### src/rtl/regfile_pkg.sv
// Shared types and sizing for the register-file write-back arbiter.
//   DATA_W / ADDR_W : write data and register address widths
//   NUM_LANES       : execution lanes feeding the arbiter
//   wb_req_t        : one write-back request {addr, data}
package regfile_pkg;

  localparam int unsigned DATA_W    = 32;
  localparam int unsigned ADDR_W    = 5;
  localparam int unsigned NUM_REGS  = 1 << ADDR_W;
  localparam int unsigned NUM_LANES = 4;
  localparam int unsigned LANE_W    = $clog2(NUM_LANES);

  typedef struct packed {
    logic [ADDR_W-1:0] addr;
    logic [DATA_W-1:0] data;
  } wb_req_t;

  // Round-robin successor; wraps naturally because NUM_LANES is a power of two.
  function automatic logic [LANE_W-1:0] next_lane(input logic [LANE_W-1:0] lane);
    return lane + LANE_W'(1);
  endfunction

endpackage

### src/rtl/regfile_wb_arbiter_if.sv
// Bundle between the execution lanes, the write-back arbiter and the register
// file write port 0.
//   master : lane side (drives wbValid/wbAddrN/wbDataN, sees wbReady,
//            rfWrite* and pending)
//   slave  : arbiter side (the reverse)
interface regfile_wb_arbiter_if;
  import regfile_pkg::*;

  logic [NUM_LANES-1:0] wbValid;
  logic [ADDR_W-1:0]    wbAddr0;
  logic [ADDR_W-1:0]    wbAddr1;
  logic [ADDR_W-1:0]    wbAddr2;
  logic [ADDR_W-1:0]    wbAddr3;
  logic [DATA_W-1:0]    wbData0;
  logic [DATA_W-1:0]    wbData1;
  logic [DATA_W-1:0]    wbData2;
  logic [DATA_W-1:0]    wbData3;
  logic [NUM_LANES-1:0] wbReady;
  logic                 rfWriteEnable;
  logic [ADDR_W-1:0]    rfWriteAddr;
  logic [DATA_W-1:0]    rfWriteData;
  logic [NUM_REGS-1:0]  pending;

  modport master (
    output wbValid, wbAddr0, wbAddr1, wbAddr2, wbAddr3,
           wbData0, wbData1, wbData2, wbData3,
    input  wbReady, rfWriteEnable, rfWriteAddr, rfWriteData, pending
  );

  modport slave (
    input  wbValid, wbAddr0, wbAddr1, wbAddr2, wbAddr3,
           wbData0, wbData1, wbData2, wbData3,
    output wbReady, rfWriteEnable, rfWriteAddr, rfWriteData, pending
  );

endinterface

### src/rtl/wb_lane_fifo.sv
// Per-lane write-back FIFO: circular buffer with occupancy count, plus a view
// of which slots hold live entries and their addresses for the pending mask.
//   clk, rst     : clock, async active-high reset
//   push/push_req: enqueue one request (caller guarantees not full)
//   pop          : dequeue head (caller guarantees not empty)
//   head         : oldest entry
//   empty, count : occupancy
//   entry_valid  : slot i holds a queued entry
//   entry_addr   : address stored in slot i
module wb_lane_fifo
  import regfile_pkg::*;
#(
  parameter int unsigned DEPTH = 4
) (
  input  logic                             clk,
  input  logic                             rst,
  input  logic                             push,
  input  wb_req_t                          push_req,
  input  logic                             pop,
  output wb_req_t                          head,
  output logic                             empty,
  output logic [$clog2(DEPTH):0]           count,
  output logic [DEPTH-1:0]                 entry_valid,
  output logic [DEPTH-1:0][ADDR_W-1:0]     entry_addr
);

  localparam int unsigned PTR_W = $clog2(DEPTH);

  wb_req_t          mem [DEPTH];
  logic [PTR_W-1:0] wr_ptr;
  logic [PTR_W-1:0] rd_ptr;
  logic [PTR_W-1:0] off;

  // Storage is not reset; validity is tracked by pointers and count.
  always_ff @(posedge clk) begin
    if (push) mem[wr_ptr] <= push_req;
  end

  // Pointers and occupancy.
  always_ff @(posedge clk or posedge rst) begin
    if (rst) begin
      wr_ptr <= '0;
      rd_ptr <= '0;
      count  <= '0;
    end else begin
      if (push) wr_ptr <= wr_ptr + PTR_W'(1);
      if (pop)  rd_ptr <= rd_ptr + PTR_W'(1);
      case ({push, pop})
        2'b10:   count <= count + 1'b1;
        2'b01:   count <= count - 1'b1;
        default: ;
      endcase
    end
  end

  assign head  = mem[rd_ptr];
  assign empty = (count == '0);

  // A slot is live when its distance from the read pointer is below count.
  always_comb begin
    off = '0;
    for (int i = 0; i < DEPTH; i++) begin
      off            = PTR_W'(i) - rd_ptr;
      entry_valid[i] = ({1'b0, off} < count);
      entry_addr[i]  = mem[i].addr;
    end
  end

endmodule

### src/rtl/regfile_wb_arbiter.sv
// Write-back arbiter: four lane FIFOs drained round-robin into a single
// registered write to register-file port 0, plus a pending-register mask.
//   clk, rst : clock, async active-high reset
//   bus      : regfile_wb_arbiter_if.slave (lane handshakes, rf write, pending)
// Optional feature macro: REGFILE_WB_ZERO_REG_EN -- writes to register 0 are
// acknowledged but dropped, and pending[0] is held low.
module regfile_wb_arbiter
  import regfile_pkg::*;
#(
  parameter int unsigned FIFO_DEPTH = 4
) (
  input  logic                 clk,
  input  logic                 rst,
  regfile_wb_arbiter_if.slave  bus
);

  localparam int unsigned CNT_W = $clog2(FIFO_DEPTH) + 1;

  wb_req_t [NUM_LANES-1:0]                              push_req;
  wb_req_t [NUM_LANES-1:0]                              head;
  logic    [NUM_LANES-1:0]                              ready;
  logic    [NUM_LANES-1:0]                              push;
  logic    [NUM_LANES-1:0]                              pop;
  logic    [NUM_LANES-1:0]                              empty;
  logic    [NUM_LANES-1:0][CNT_W-1:0]                   count;
  logic    [NUM_LANES-1:0][FIFO_DEPTH-1:0]              entry_valid;
  logic    [NUM_LANES-1:0][FIFO_DEPTH-1:0][ADDR_W-1:0]  entry_addr;

  logic [LANE_W-1:0]   rr_ptr;
  logic [LANE_W-1:0]   grant_lane;
  logic                grant_valid;
  logic                wr_en;
  logic [ADDR_W-1:0]   wr_addr;
  logic [DATA_W-1:0]   wr_data;
  logic [NUM_REGS-1:0] pend;

  assign push_req[0] = {bus.wbAddr0, bus.wbData0};
  assign push_req[1] = {bus.wbAddr1, bus.wbData1};
  assign push_req[2] = {bus.wbAddr2, bus.wbData2};
  assign push_req[3] = {bus.wbAddr3, bus.wbData3};

  // Ready comes from registered occupancy only; a pop this cycle does not help.
  always_comb begin
    for (int k = 0; k < NUM_LANES; k++) begin
      ready[k] = (count[k] < CNT_W'(FIFO_DEPTH));
      push[k]  = bus.wbValid[k] && ready[k];
`ifdef REGFILE_WB_ZERO_REG_EN
      if (push_req[k].addr == '0) push[k] = 1'b0;
`endif
    end
  end

  for (genvar k = 0; k < NUM_LANES; k++) begin : g_lane
    wb_lane_fifo #(.DEPTH(FIFO_DEPTH)) u_fifo (
      .clk         (clk),
      .rst         (rst),
      .push        (push[k]),
      .push_req    (push_req[k]),
      .pop         (pop[k]),
      .head        (head[k]),
      .empty       (empty[k]),
      .count       (count[k]),
      .entry_valid (entry_valid[k]),
      .entry_addr  (entry_addr[k])
    );
  end

  // First non-empty lane at or above the round-robin pointer (mod NUM_LANES).
  always_comb begin
    grant_valid = 1'b0;
    grant_lane  = rr_ptr;
    for (int i = 0; i < NUM_LANES; i++) begin
      if (!grant_valid && !empty[rr_ptr + LANE_W'(i)]) begin
        grant_valid = 1'b1;
        grant_lane  = rr_ptr + LANE_W'(i);
      end
    end
    for (int k = 0; k < NUM_LANES; k++) begin
      pop[k] = grant_valid && (grant_lane == LANE_W'(k));
    end
  end

  // Round-robin pointer and registered write port; addr/data hold when idle.
  always_ff @(posedge clk or posedge rst) begin
    if (rst) begin
      rr_ptr  <= '0;
      wr_en   <= 1'b0;
      wr_addr <= '0;
      wr_data <= '0;
    end else begin
      wr_en <= grant_valid;
      if (grant_valid) begin
        rr_ptr  <= next_lane(grant_lane);
        wr_addr <= head[grant_lane].addr;
        wr_data <= head[grant_lane].data;
      end
    end
  end

  // Every queued entry plus the write currently on the port marks its register.
  always_comb begin
    pend = '0;
    for (int k = 0; k < NUM_LANES; k++) begin
      for (int e = 0; e < FIFO_DEPTH; e++) begin
        if (entry_valid[k][e]) pend[entry_addr[k][e]] = 1'b1;
      end
    end
    if (wr_en) pend[wr_addr] = 1'b1;
`ifdef REGFILE_WB_ZERO_REG_EN
    pend[0] = 1'b0;
`endif
  end

  assign bus.wbReady       = ready;
  assign bus.rfWriteEnable = wr_en;
  assign bus.rfWriteAddr   = wr_addr;
  assign bus.rfWriteData   = wr_data;
  assign bus.pending       = pend;

endmodule
### src/flat_wrapper.sv
// flat-port wrapper written by rule: the top's interface ports become plain ports
module regfile_wb_arbiter_flat import regfile_pkg::*;
#(
  parameter int unsigned FIFO_DEPTH = 4
)
  (clk, rst, bus_wbValid, bus_wbAddr0, bus_wbAddr1, bus_wbAddr2, bus_wbAddr3, bus_wbData0, bus_wbData1, bus_wbData2, bus_wbData3, bus_wbReady, bus_rfWriteEnable, bus_rfWriteAddr, bus_rfWriteData, bus_pending);
  regfile_wb_arbiter_if bus_i ();
  input  logic clk;
  input  logic rst;
  input wire logic [$bits(bus_i.wbValid)-1:0] bus_wbValid;
  input wire logic [$bits(bus_i.wbAddr0)-1:0] bus_wbAddr0;
  input wire logic [$bits(bus_i.wbAddr1)-1:0] bus_wbAddr1;
  input wire logic [$bits(bus_i.wbAddr2)-1:0] bus_wbAddr2;
  input wire logic [$bits(bus_i.wbAddr3)-1:0] bus_wbAddr3;
  input wire logic [$bits(bus_i.wbData0)-1:0] bus_wbData0;
  input wire logic [$bits(bus_i.wbData1)-1:0] bus_wbData1;
  input wire logic [$bits(bus_i.wbData2)-1:0] bus_wbData2;
  input wire logic [$bits(bus_i.wbData3)-1:0] bus_wbData3;
  output wire logic [$bits(bus_i.wbReady)-1:0] bus_wbReady;
  output wire logic [$bits(bus_i.rfWriteEnable)-1:0] bus_rfWriteEnable;
  output wire logic [$bits(bus_i.rfWriteAddr)-1:0] bus_rfWriteAddr;
  output wire logic [$bits(bus_i.rfWriteData)-1:0] bus_rfWriteData;
  output wire logic [$bits(bus_i.pending)-1:0] bus_pending;
  assign bus_i.wbValid = bus_wbValid;
  assign bus_i.wbAddr0 = bus_wbAddr0;
  assign bus_i.wbAddr1 = bus_wbAddr1;
  assign bus_i.wbAddr2 = bus_wbAddr2;
  assign bus_i.wbAddr3 = bus_wbAddr3;
  assign bus_i.wbData0 = bus_wbData0;
  assign bus_i.wbData1 = bus_wbData1;
  assign bus_i.wbData2 = bus_wbData2;
  assign bus_i.wbData3 = bus_wbData3;
  assign bus_wbReady = bus_i.wbReady;
  assign bus_rfWriteEnable = bus_i.rfWriteEnable;
  assign bus_rfWriteAddr = bus_i.rfWriteAddr;
  assign bus_rfWriteData = bus_i.rfWriteData;
  assign bus_pending = bus_i.pending;
  regfile_wb_arbiter #(.FIFO_DEPTH(FIFO_DEPTH)) u_core (.clk(clk), .rst(rst), .bus(bus_i));
endmodule
### config.mk
export PLATFORM = sky130hd
export DESIGN_NAME = regfile_wb_arbiter_flat
export DESIGN_NICKNAME = d
export VERILOG_FILES = /design/src/rtl/regfile_pkg.sv /design/src/rtl/regfile_wb_arbiter_if.sv /design/src/rtl/wb_lane_fifo.sv /design/src/rtl/regfile_wb_arbiter.sv /design/src/flat_wrapper.sv
export SDC_FILE = /design/constraint.sdc
export NUM_CORES = 1
export LEC_CHECK = 0
export BUFFER_PORTS_ARGS = -buffer_cell sky130_fd_sc_hd__buf_2
export CAP_MARGIN = 20
export CORE_MARGIN = 1.5
export CORE_UTILIZATION = 50
export DETAILED_ROUTE_END_ITERATION = 12
export PLACE_DENSITY = 0.73
export RECOVER_POWER = 25
export SKIP_CTS_REPAIR_TIMING = 1
export SLEW_MARGIN = 40
export SYNTH_ARGS = -nofsm -noshare
export SYNTH_HDL_FRONTEND = slang
export SYNTH_SLANG_ARGS = --single-unit
### constraint.sdc
create_clock -name clk -period 3.3 [get_ports clk]
set_input_delay 0.495 -clock clk [delete_from_list [all_inputs] [get_ports clk]]
set_output_delay 0.495 -clock clk [all_outputs]
set_load 0.01 [all_outputs]
After elaboration in Yosys (flattened, before gate mapping). Memories as Yosys holds them, arrays and structs flattened. Cells that the tools add are included.

Add/subtract/negate cells: 36. Order comparisons: 59. Equal/unequal tests: 11. Multiplexer cells: 80. Bitwise gates (word level): 16. Reductions and logical operators: 42.

Operators by type and width (count): 2-to-1 mux 32 bit (17); OR 32 bit (16); less-than comparator 5 x 6 -> 1 bit (second input constant) (17); demux 1 bit (select 5 bit) (17); greater-or-equal comparator 5 x 1 -> 1 bit (second input constant) (17); binary-select mux 37 bit (select 2 bit) (1); less-than comparator 2 x 3 -> 1 bit (16); 2-to-1 mux 37 bit (1); 2-to-1 mux 1 bit (33); logical AND 1 bit (28); case mux 3 bit (2 select lines) (4); adder 2 x 1 -> 2 bit (second input constant) (10); subtractor 1 x 2 -> 2 bit (first input constant) (8); subtractor 2 bit (first input constant) (8); less-than comparator 2 x 3 -> 1 bit (second input constant) (5); adder 3 x 1 -> 3 bit (second input constant) (4); equality test 2 bit (second input constant) (6); zero test 3 bit (4); less-than comparator 3 bit (second input constant) (4); subtractor 3 x 1 -> 3 bit (second input constant) (4); equality test 2 x 1 -> 1 bit (second input constant) (5); binary-select mux 1 bit (select 2 bit) (4); nonzero test 2 bit (4); 2-to-1 mux 2 bit (3); other kinds (3) (8).

Bits in registers: 68. RAM bits: 592. Input port bits: 154. Output and inout bits: 74. Memories: 4.

Memory list: u_core.g_lane[0].u_fifo.mem (depth 4, bits a word 37, rd ports 5, clocked after memory_dff 0, wr ports 1, line wb_lane_fifo.sv:29) `wb_req_t mem [DEPTH];`; u_core.g_lane[1].u_fifo.mem (depth 4, bits a word 37, rd ports 5, clocked after memory_dff 0, wr ports 1, line wb_lane_fifo.sv:29); u_core.g_lane[2].u_fifo.mem (depth 4, bits a word 37, rd ports 5, clocked after memory_dff 0, wr ports 1, line wb_lane_fifo.sv:29); u_core.g_lane[3].u_fifo.mem (depth 4, bits a word 37, rd ports 5, clocked after memory_dff 0, wr ports 1, line wb_lane_fifo.sv:29).

Longest topological paths before layout.
Depth after elaboration: 37. Gate-level depth with buffers: 17. Gate-level depth less buffers: 14.

By module. From an unflattened synthesis, not the netlist that was laid out.

Cell total of the unflattened synthesis: 2104. Area total of the unflattened synthesis: 31152.4 µm².

By module, submodules not included: wb_lane_fifo (instances 4, cells each 267, area each 6053.3 µm², sequential area each 4619.4 µm²); regfile_wb_arbiter (instances 1, cells each 1036, area each 6939.2 µm², sequential area each 1001.0 µm²).

Least setup slack after synthesis. OpenSTA, ideal clock, no wires.

Kind: register to output. Start point: register u_core.g_lane[2].u_fifo.rd_ptr[0]. End point: output bus_pending[19]. Data arrival time: 2.967 ns. Required time: 2.805 ns. Slack: -0.162 ns. Cell stages (with the launch flop): 11. Path buffers: 2. Cells stage by stage: dfrtp_1 clkbuf_1 clkbuf_1 xor2_1 ha_1 nand2b_1 o2111ai_4 o22ai_1 a211o_1 or4_1 or3_1.

Word-level cells in the longest chain between the ends: 19.

Ends and longest elaborated chain: from (decl) (line wb_lane_fifo.sv:31) `logic [PTR_W-1:0] rd_ptr;`; from (signal assigned) (line wb_lane_fifo.sv:47) `if (pop) rd_ptr <= rd_ptr + PTR_W'(1);`; subtractor 1 x 2 -> 2 bit (line wb_lane_fifo.sv:63) `off = PTR_W'(i) - rd_ptr;`; less-than comparator 2 x 3 -> 1 bit (line wb_lane_fifo.sv:64) `entry_valid[i] = ({1'b0, off} < count);`; 2-to-1 mux 32 bit (line regfile_wb_arbiter.sv:105) `if (entry_valid[k][e]) pend[entry_addr[k][e]] = 1'b1;`; OR 32 bit (no line); 2-to-1 mux 32 bit (line regfile_wb_arbiter.sv:105); OR 32 bit (no line); 2-to-1 mux 32 bit (line regfile_wb_arbiter.sv:105); OR 32 bit (no line); [3 not listed]; OR 32 bit (no line); 2-to-1 mux 32 bit * (line regfile_wb_arbiter.sv:105); OR 32 bit (no line); 2-to-1 mux 32 bit * (line regfile_wb_arbiter.sv:105); OR 32 bit (no line); 2-to-1 mux 32 bit * (line regfile_wb_arbiter.sv:105); OR 32 bit (no line); 2-to-1 mux 32 bit * (line regfile_wb_arbiter.sv:108) `if (wr_en) pend[wr_addr] = 1'b1;`; to (decl) (line flat_wrapper.sv:23) `output wire logic [$bits(bus_i.pending)-1:0] bus_pending;`.

Mark *: on every way between the ends. The rest lies on a longest branch, timed or not.

Final worst setup path.
Start point: register u_core.g_lane[0].u_fifo.rd_ptr[0]. End point: output bus_pending[31].

Word-level cells in the longest chain between the ends: 35.

Ends and longest elaborated chain (line): from (decl) (wb_lane_fifo.sv:31); from (signal assigned) (wb_lane_fifo.sv:47); subtractor 1 x 2 -> 2 bit (wb_lane_fifo.sv:63); less-than comparator 2 x 3 -> 1 bit (wb_lane_fifo.sv:64); 2-to-1 mux 32 bit (regfile_wb_arbiter.sv:105); OR 32 bit (no line); 2-to-1 mux 32 bit (regfile_wb_arbiter.sv:105); OR 32 bit (no line); 2-to-1 mux 32 bit (regfile_wb_arbiter.sv:105); OR 32 bit (no line); [19 not listed]; OR 32 bit (no line); 2-to-1 mux 32 bit * (regfile_wb_arbiter.sv:105); OR 32 bit (no line); 2-to-1 mux 32 bit * (regfile_wb_arbiter.sv:105); OR 32 bit (no line); 2-to-1 mux 32 bit * (regfile_wb_arbiter.sv:105); OR 32 bit (no line); 2-to-1 mux 32 bit * (regfile_wb_arbiter.sv:108).

Marks and branches as above.

==> results_dict.tcl <==
set metrics [dict create \
    status "finished, violations left" \
    violations "hold timing, setup timing" \
    grt-ovfl-total 0 \
    die_w_um 252 \
    cts_made_buffers 68 \
    drtAntennaViolNets 0 \
    initial_core_util 0.504 \
    timing.hold.ws_ns -0.0132 \
    fin_crit_sh 1.16 \
    hold_violations 3 \
    worstPathBufferInverterCount 3 \
    yosys_register_bits 660 \
    synthArstFlopShare 0.103 \
    syn_nets 2322 \
    coreArea_um2 61500 \
    grt_pass1_wl_mm 180 \
    syn_inst 2124 \
    arrival_ns 3.34 \
    clock_latency_ns 0.66 \
    drt_drc_violations_left 0 \
    ctsHtreeMaxLevel 3 \
    cts_tree "yes" \
    startpoint_type "flip-flop" \
    cp.required_ns 2.80 \
    crit_chain "xor2_2 > ha_1 > nor2b_4 > a2111o_1 > buf_6 > buf_6 > o22ai_2 > or3_1 > nor4_1 > o2111ai_1 > buf_2" \
    vdd_drop_max_mv 0.861 \
    port_buffers 227 \
    slowest_delay_ns 0.42 \
    power.total_mw 38.0 \
    maxClockFrequency_mhz 260 \
    gp_congestion 1.12 \
    skew_ns 0.0812 \
    cap_violations 0 \
    ys_seq_area_frac 0.629 \
    wirelength_mm 131 \
    crit_fanout 5 \
    vias 23900 \
    clk_pin_slew_worst_paths_ns 0.06 \
    hp-class "in2async" \
    avgRoutedWirePerCell_um 38.2 \
    ys.flop_type "edfxtp_1" \
    drtIter0Drc 3113 \
    rows 91 \
    drtPass1Iterations 8 \
    setup_violations 33 \
    leakage_nw 13.3 \
    worst-path-stages 11 \
    final_area_um2 38600 \
    synth_area_leaders "edfxtp_1 (57%), mux4_2 (11%), dfrtp_1 (5.5%), o22ai_1 (3.0%), nand2_1 (1.8%)" \
    timing.final.ws_setup_ns -0.540 \
    clockRootBuffer "clkbuf_16" \
    crit_type "reg2out" \
    slew_headroom 0.257 \
    dpl_cell_area_um2 34700 \
    synth_edf_count 592 \
    die-height_um 252 \
    grt_antenna_before_repair 7 \
    critical_path.most_common_cell "buf_6" \
    yosys_warnings 0 \
    grt_usage 0.411 \
    cts_sinks 660 \
    fin_nets 2786 \
    cp_slowest_cell "dfrtp_2" \
    fin_crit_ns 3.84 \
    synth_top_area_frac 0.574 \
    grt_start_max_net_pins 35 \
    ioPinCount 228 \
    die-area_um2 63500 \
    crit_family "simple AND/OR/NAND/NOR gates" \
    hpwl_mm 95.3 \
    worstRegToRegCells 12 \
    grt_pass1_vias 23700 \
    avgSynthCellArea_um2 14.6 \
    synthDistinctLibCells 75 \
    vias_per_cell 6.97 \
    tightest_slew_ns 1.11 \
    powerDensity_nw_per_um2 984 \
    rsz0062_at_grt "true" \
    layout-drive-gt1-share 0.356 \
    synthesis.area_um2 31000 \
    n_fill_cell 4440 \
    slew_violations 0 \
    area_growth_syn_to_layout_pct 24.7 \
    cp-end-kind "primary output" \
    yosysTopAreaCell "edfxtp_1" \
    cts_buffer_depth 3 \
]
where the power goes:
part           internal, mW  switching [mW]  leakage [nW]  total (mW)
Sequential             10.7            1.01          6.15        11.8
Clock                  4.34            3.39          1.10        7.72
Combinational          7.45            11.1          6.08        18.5
Total                  22.5            15.5          13.3        38.0
cell type report:
| type | instances | area (um2) | area share |
|---|---|---|---|
| inverters | 67 | 259 | 0.00670 |
| flip-flops and latches | 660 | 19500 | 0.505 |
| diodes | 3 | 7.51 | 0.000194 |
| multi-input cells | 1272 | 12000 | 0.311 |
| well taps | 790 | 988 | 0.0256 |
| clock inverters | 38 | 447 | 0.0116 |
| clock buffers | 86 | 1830 | 0.0474 |
| repair buffers | 519 | 3610 | 0.0934 |
cell families (layout without fill, tap and decap cells):
kind of cell,count (synthesis),after routing,synth area share
fa+ha+maj,44,44,0.0187
simple gates,621,621,0.104
buf+inv,192,710,0.0256
compound gates,389,389,0.0920
flops,660,660,0.629
xor+xnor,28,28,0.00791
mux,190,190,0.123
other cells,0,3,0
worst paths after layout:
path                                                          startpoint                                             to  slack (ns)
min                                                                  rst  u_core.g_lane[1].u_fifo.wr_ptr[0]$_DFFE_PP0P_       -0.01
max                        u_core.g_lane[0].u_fifo.rd_ptr[0]$_DFFE_PP0P_                                bus_pending[31]       -0.54
min reg2reg                 u_core.g_lane[2].u_fifo.count[0]$_DFFE_PP0P_   u_core.g_lane[2].u_fifo.count[0]$_DFFE_PP0P_        0.53
min in group clk                                         bus_wbData3[27]   u_core.g_lane[3].u_fifo.mem[0][27]$_DFFE_PP_        0.10
max in group asynchronous                                            rst  u_core.g_lane[2].u_fifo.rd_ptr[1]$_DFFE_PP0P_        2.51
max reg2reg                 u_core.g_lane[1].u_fifo.count[2]$_DFFE_PP0P_   u_core.g_lane[2].u_fifo.count[2]$_DFFE_PP0P_       -0.04
state kept, by name, summed over array words and instances, names as in the netlist:
| name | count |
|---|---|
| u_core.g_lane.u_fifo.mem | 592 |
| u_core.bus.rfWriteData | 32 |
| u_core.g_lane.u_fifo.count | 12 |
| u_core.g_lane.u_fifo.rd_ptr | 8 |
| u_core.g_lane.u_fifo.wr_ptr | 8 |
| u_core.bus.rfWriteAddr | 5 |
| u_core.rr_ptr | 2 |
| u_core.bus.rfWriteEnable | 1 |
synth_stat cells (7+ instances only):
cell type	count
o22a_1	12
nor2_1	116
o21ai_0	27
clkbuf_1	76
a21oi_1	17
nand3_1	36
o221ai_1	9
and2_1	29
or2_2	17
buf_4	7
or3b_2	12
xor2_1	11
a211oi_1	19
nor3_1	69
nand2_1	148
o32ai_1	10
buf_1	23
mux2i_1	7
o2111ai_1	29
a31oi_1	35
inv_1	66
nor4_1	16
or3_1	22
mux2_2	29
ha_1	40
nor2b_1	38
a211o_1	16
a2111oi_0	14
nor3b_1	10
edfxtp_1	592
o211ai_1	12
nand4_1	12
xnor2_1	17
o22ai_1	147
buf_2	13
nand3b_1	22
nand2b_1	50
mux4_2	148
dfrtp_1	68
placed cells by master (no fill, tap or decap), drive strengths merged, types with 7 or more instances in the layout:
cell	instances
o21ai	28
nor3b	10
nand3	36
nand4	12
inv	67
a31oi	35
o211ai	12
o32ai	10
a21oi	17
ha	40
nor3	69
nand3b	22
nor2b	38
a211oi	19
clkinv	33
mux2	35
nand2b	50
or2	17
o2111ai	31
mux2i	7
o221ai	9
nand2	148
nor2	116
o22ai	153
and2	29
edfxtp	592
xnor2	17
clkbuf	188
o22a	12
a211o	16
dfrtp	68
mux4	148
or3b	13
buf	417
or3	22
a2111oi	18
xor2	11
nor4	16
per-stage QoR:
stage	hold slack (ns)	setup slack [ns]	utilization	instances	setup TNS [ns]
detailed placement	0.516	-0.0526	0.565	3270	-0.0526
global route	0.0118	-0.601	0.628	3434	-12.83
finish	-0.0132	-0.540	0.628	3435	-10.03
CTS	-0.0231	-0.720	0.602	3394	-14.51
floorplan	0.525	0.0583	-	2124	0
global placement	0.509	-0.0618	0.565	3270	-0.105
per-layer routing:
metal	up-vias	share of wire	GRT usage
met5	-	0.00018	0
met4	4	0.072	0.237
met3	456	0.10	0.0977
met2	1881	0.47	0.650
met1	12200	0.36	0.522
li1	9414	-	-
worst register-to-register path, stage by stage (launching register included):
cell      delay [ns]
dfrtp_1         0.51
or3_1           0.50
o22a_1          0.27
o221a_2         0.35
clkinv_2        0.11
ha_1            0.14
and2_1          0.24
ha_1            0.26
inv_1           0.07
fa_1            0.38
xor2_1          0.16
nor2_1          0.13
xnor2_1         0.13
Power figures use the tool's default switching activity.
